`config.mk`:
```
export PLATFORM = sky130hd
export DESIGN_NAME = demux_dispatch_ctrl
export DESIGN_NICKNAME = d
export VERILOG_FILES = /design/src/rtl/demux_dispatch_ctrl.sv
export SDC_FILE = /design/constraint.sdc
export NUM_CORES = 1
export LEC_CHECK = 0
export CAP_MARGIN = 40
export CORE_MARGIN = 2
export CORE_UTILIZATION = 50
export CTS_BUF_LIST = sky130_fd_sc_hd__clkbuf_8
export CTS_CLUSTER_SIZE = 12
export DETAILED_ROUTE_END_ITERATION = 7
export GPL_TIMING_DRIVEN = 0
export HOLD_SLACK_MARGIN = 0.15
export PLACE_DENSITY = 0.81
export SYNTH_ARGS = -nofsm -noshare
export SYNTH_HDL_FRONTEND = slang
export SYNTH_SLANG_ARGS = --single-unit
```
`constraint.sdc`:
```
create_clock -name clk -period 2.78 [get_ports clk]
set_input_delay 0.556 -clock clk [delete_from_list [all_inputs] [get_ports clk]]
set_output_delay 0.556 -clock clk [all_outputs]
set_load 0.05 [all_outputs]
```
`src/rtl/demux_dispatch_ctrl.sv`:
```
// One-item dispatch controller for a 1-to-8 demux: burst round-robin sink selection + stall watchdog.
// Optional per-sink enable mask when DEMUX_DISPATCH_MASK_EN is defined.
module demux_dispatch_ctrl #(
  parameter int unsigned WIDTH   = 8,
  parameter int unsigned BURST   = 4,
  parameter int unsigned TIMEOUT = 16
) (
  input  logic             clk,
  input  logic             reset,
  input  logic             in_valid,
  input  logic [WIDTH-1:0] in_data,
  output logic             in_ready,
  output logic [2:0]       sel,
  output logic [WIDTH-1:0] out_data,
  output logic [7:0]       out_valid,
  input  logic [7:0]       out_ready,
`ifdef DEMUX_DISPATCH_MASK_EN
  input  logic [7:0]       sink_mask,
`endif
  output logic             busy,
  output logic             drop_err,
  input  logic             clr_err
);

  localparam logic [7:0] BurstLast   = 8'(BURST - 1);
  localparam logic [7:0] TimeoutLast = 8'(TIMEOUT - 1);

  typedef enum logic [0:0] {StEmpty, StHold} state_e;

  state_e           state_q, state_d;
  logic [2:0]       sel_q, sel_d;
  logic [2:0]       ptr_q, ptr_d;
  logic [7:0]       burst_q, burst_d;
  logic [7:0]       stall_q, stall_d;
  logic [WIDTH-1:0] data_q, data_d;
  logic             err_q, err_d;

  logic       fire, load, drop, can_load;
  logic [2:0] tgt, nxt;
  logic [7:0] burst_base;

`ifdef DEMUX_DISPATCH_MASK_EN
  // First enabled index strictly after start, wrapping; start itself is the last candidate.
  function automatic logic [2:0] next_en(input logic [2:0] start, input logic [7:0] mask);
    logic [2:0] idx;
    next_en = start;
    for (int i = 7; i >= 1; i--) begin
      idx = start + 3'(i);
      if (mask[idx]) next_en = idx;
    end
  endfunction
`endif

  always_comb begin
`ifdef DEMUX_DISPATCH_MASK_EN
    can_load   = |sink_mask;
    tgt        = sink_mask[ptr_q] ? ptr_q : next_en(ptr_q, sink_mask);
    // A disabled pointer is skipped, so the newly chosen sink starts a fresh burst.
    burst_base = sink_mask[ptr_q] ? burst_q : 8'd0;
    nxt        = next_en(tgt, sink_mask);
`else
    can_load   = 1'b1;
    tgt        = ptr_q;
    burst_base = burst_q;
    nxt        = tgt + 3'd1;
`endif
  end

  always_comb begin
    state_d   = state_q;
    sel_d     = sel_q;
    ptr_d     = ptr_q;
    burst_d   = burst_q;
    stall_d   = stall_q;
    data_d    = data_q;
    drop      = 1'b0;

    fire      = (state_q == StHold) & out_ready[sel_q];
    in_ready  = can_load & ((state_q == StEmpty) | fire);
    load      = in_valid & in_ready;
    out_valid = (state_q == StHold) ? (8'd1 << sel_q) : 8'd0;
    busy      = (state_q == StHold);
    out_data  = data_q;
    sel       = sel_q;
    drop_err  = err_q;

    unique case (state_q)
      StEmpty: ;
      StHold: begin
        if (fire) begin
          state_d = StEmpty;
        end else if (stall_q == TimeoutLast) begin
          state_d = StEmpty;
          drop    = 1'b1;
        end else begin
          stall_d = stall_q + 8'd1;
        end
      end
      default: state_d = StEmpty;
    endcase

    if (load) begin
      state_d = StHold;
      stall_d = 8'd0;
      data_d  = in_data;
      sel_d   = tgt;
      if (burst_base == BurstLast) begin
        burst_d = 8'd0;
        ptr_d   = nxt;
      end else begin
        burst_d = burst_base + 8'd1;
        ptr_d   = tgt;
      end
    end

    // A new drop outranks a simultaneous clear.
    if (drop)         err_d = 1'b1;
    else if (clr_err) err_d = 1'b0;
    else              err_d = err_q;
  end

  always_ff @(posedge clk or posedge reset) begin
    if (reset) begin
      state_q <= StEmpty;
      sel_q   <= 3'd0;
      ptr_q   <= 3'd0;
      burst_q <= 8'd0;
      stall_q <= 8'd0;
      data_q  <= '0;
      err_q   <= 1'b0;
    end else begin
      state_q <= state_d;
      sel_q   <= sel_d;
      ptr_q   <= ptr_d;
      burst_q <= burst_d;
      stall_q <= stall_d;
      data_q  <= data_d;
      err_q   <= err_d;
    end
  end

endmodule

```
==> results <==
- A synthesized cell averages approximately 12 um^2.
- The number of enable flip-flop cells after synthesis is 0.
- The minimum clock period after layout is between 2 and 3 ns.
- In the post-synthesis netlist, the biggest area contributors are dfrtp_1, mux2_2, xnor2_1.
- Detailed routing inserted a total of around 1300 vias.
- The required time of the critical path is ~2.2 ns.
- In this run, distinct cell masters in the synthesized netlist total 40.
- The share of total power dissipated in combinational logic is 0.571.
- After synthesis, the largest family of logic cells by area is simple AND/OR/NAND/NOR gates.
- The setup path with the least slack is of type in -> out.
- The run finished with clean final reports.
- The area of the mapped netlist is about 1600 um^2.
- After detailed placement, the design holds a cell count of about 230.
- The standard cell core area is around 3100 um^2.
- After clock tree synthesis, the clock-pin slew on the worst setup and hold paths is 0.06 ns.
- The chip height is about 61 um.
- Setup repair after global routing left no endpoint under its margin.
- Of the available clock period, the critical path in the final layout requires 0.978.
- The number of global-route vias before repair is about 1300.
- The longest clock path from root to sink contains 2 buffers.
- In the final layout, the share of cells above drive strength 1 is 0.224.
- Clock skew on the completed layout was measured at 0.00263 ns.
- The initial cell density of the core is 0.531.
- Buffers inserted to repair hold after CTS numbered 0.
- The switching share of total power is 0.442.
- The first routing iteration left 66 violations.
- In the routed layout, each cell is associated on average with a via count of 5.28.
- The total internal power is between 0.001 and 0.0015 W.
- Once layout is complete, the utilization of the core stands at 0.737.
- The max-cap check violation count is 0.
- The area growth from synthesis to layout is 38.9%.
- The worst hold path startpoint is ptr_q[2].
- The number of remaining DRC errors is 0.
- The worst slew slack as a fraction of its limit is 0.512.
- The root cell of the clock tree is clkbuf_8.
- The critical path arrival is 2.16 ns.
- Once detailed placement completed, the half-perimeter wirelength came to 2690 um.
- The aggregate global-route resource usage is 0.207.
- The worst register-to-register path ends at ptr_q[1].
- The endpoint type of the worst setup path is a primary output.
- The cell count after synthesis is 143.
- The maximum fanout along the worst path is 10.
- The share of total power in the clock network is 0.136.
- After synthesis, the share of flip-flops with an asynchronous set or reset is 1.00.
- After synthesis, the share of cell area in mux cells is 0.144.
- The final estimated routing congestion in global placement is around 0.80.
- The number of non-filler instances in the completed layout is 240.
- The number of nets handed over by synthesis was 166.
- Setup violations remaining at the end of the flow were counted as 0.
- The class of the most critical hold timing path is reg -> reg.
- The die covers 3770 um^2.
- The count of final hold-check violations is 0.
- Static timing analysis puts the maximum clock frequency at about 370 MHz.
- The insertion delay of the later-clocked pin in the worst-skew pair is around 0.27 ns.
- The pre-antenna-repair detailed-routing pass consisted of 4 iterations.
- The H-tree was split into 2 levels.
- By count the netlist is led by dfrtp_1, mux2_2, inv_1, nor2_1, xnor2_1.
- Tracing the worst setup path back leads to its startpoint at out_ready[6].
- The area of placed instances is 2140 um^2.
- The warning count from the yosys run is 0.
- The remaining antenna violation count after routing is 0.
- At the pin with the least slew margin, the transition time is 0.732 ns.
- The leading register cell type out of synthesis is dfrtp_1.
- The standby leakage power is roughly 0.95 nW.
- The total power divided by cell area is between 1000 and 1500 nW/um^2.
- Across the VDD grid, the largest voltage drop is around 500 uV.
- The most common cell in the synthesized netlist is dfrtp_1.
- In this run the critical register-to-register path is launched from burst_base[0].
- Entering global routing, the biggest net connects 18 pins.
- Of the total synthesized cell area, the portion taken by AND, OR, NAND and NOR gates is 0.186.
- The antenna diode count is 0.
- The number of slew-limit violations in the final report is 0.
- The setup slack of the worst register-to-register path is around 0.5 ns.
- The overflow left after global routing is 0.
- Summed over all nets, the switching power comes to roughly 0.0012 W.
- The share of total power in sequential cells is 0.293.
- The wire length after detailed routing is between 3000 and 4000 um.
- The synthesized-area fraction occupied by adder cells is 0.0228.
- Of the total synthesized cell area, the portion taken by XOR and XNOR cells is 0.0426.
- The net count of the finished layout is between 200 and 250.
- The clock tree from TritonCTS is built.
- The biggest area consumer among synthesized cells is dfrtp_1.
- The worst reg-to-reg path cell count is 5.
- The chip width is between 60 and 70 um.
- The number of antenna violations at the first check in global routing is 0.
- The proportion of netlist area held by the largest area contributor is 0.486.
- Clock tree synthesis inserted a total of 5 buffers.
- The first-pass GRT wire length is approximately 5700 um.
- The post-synthesis compound-gate area fraction is 0.0608.
- The worst hold slack is between 0.4 and 0.5 ns.
- The share of the yosys chip area belonging to registers is 0.486.
- The floorplan has 20 rows.
- In the final routed layout, each cell accounts on average for approximately 15 um.
- The power after layout is 0.00261 W.
- The number of top-level pins is 42.
- The critical path capture point is in_ready.
- The clock net in this run drives a total of 32 sinks.
- STA classifies the critical path startpoint as an input port.
- The synthesized design contains 32 register bits.
- The cell area after layout is ~2300 um^2.
- The count of buffers added on input and output ports is just over 40.
metrics by stage:
step	worst slack (ns)	setup TNS, ns
after floorplan	0.273	0
after global placement	-0.780	-0.780
after detailed placement	-0.864	-1.15
after CTS	0.0418	0
after global routing	0.0339	0
final	0.0609	0
registers in the layout, summed over array words and instances, names as in the netlist:
signal      flops
ptr_q           3
sel             3
drop_err        1
burst_base      8
busy            1
stall_q         8
out_data        8
worst min-delay path by stage:
stage / to / depth (start not counted)
after detailed placement: ptr_q[2] / 1
after floorplan: burst_base[7] / 1
after global routing: ptr_q[2] / 1
final: ptr_q[2] / 1
after global placement: burst_base[7] / 1
after CTS: ptr_q[2] / 1
cell families (layout without fill, tap and decap cells):
logic type,after synthesis,count (layout)
and+or+nand+nor,51,51
DFF,32,32
muxes,21,21
buffers and inverters,16,69
AOI/OAI and AO/OA,12,12
xor gates and xnor gates,8,8
adders and majority gates,3,3
power by group through the flow:
stage / Sequential [W] / Clock (W) / Combinational [W]
finish: 0.000765 / 0.000354 / 0.00149
global placement: 0.000749 / 0 / 0.00136
CTS: 0.000764 / 0.000361 / 0.00146
global route: 0.000786 / 0.000386 / 0.00158
floorplan: 0.00103 / 0 / 0.000714
detailed placement: 0.000767 / 0 / 0.00140
timing repair:
action	CTS	global route
setup endpoints to repair	1	1
setup buffers	1	2
pin swaps	1	0
resized for setup	12	0
worst max-delay path, cell delays in order:
cell             delay [ns]
clkdlybuf4s50_1        0.40
mux2_2                 0.26
nor3b_1                0.33
o41ai_4                0.15
buf_6                  0.15
buf_8                  0.13
buf_4                  0.18
placed cells by master (no fill, tap or decap), types with 5 or more instances in the layout:
cell type,Yosys,routed
nand2b_1,5,5
nor2_1,8,8
mux2_2,16,16
clkdlybuf4s50_1,0,40
nand4_1,5,5
inv_1,10,12
dfrtp_1,32,32
nand2_1,6,6
xnor2_1,8,8
clkbuf_8,0,6
final cells by class:
cell class,count,area (um^2)
inverter,10,37.5
buffer,6,57.6
tap,44,55.1
multi-input combinational,95,788
sequential,32,801
timing repair buffer,45,458
clock inverter,2,7.51
fill,232,816
clock buffer,6,82.6
routing by layer:
| metal | routed length (um) | GRT usage | up-vias |
|---|---|---|---|
| li1 | - | - | 605 |
| met1 | 1540 | 0.252 | 626 |
| met5 | 0 | 0 | - |
| met2 | 1870 | 0.362 | 30 |
| met4 | 38 | 0.0729 | 0 |
| met3 | 153 | 0.0483 | 6 |
No activity file was read; power rests on OpenSTA's default activity.
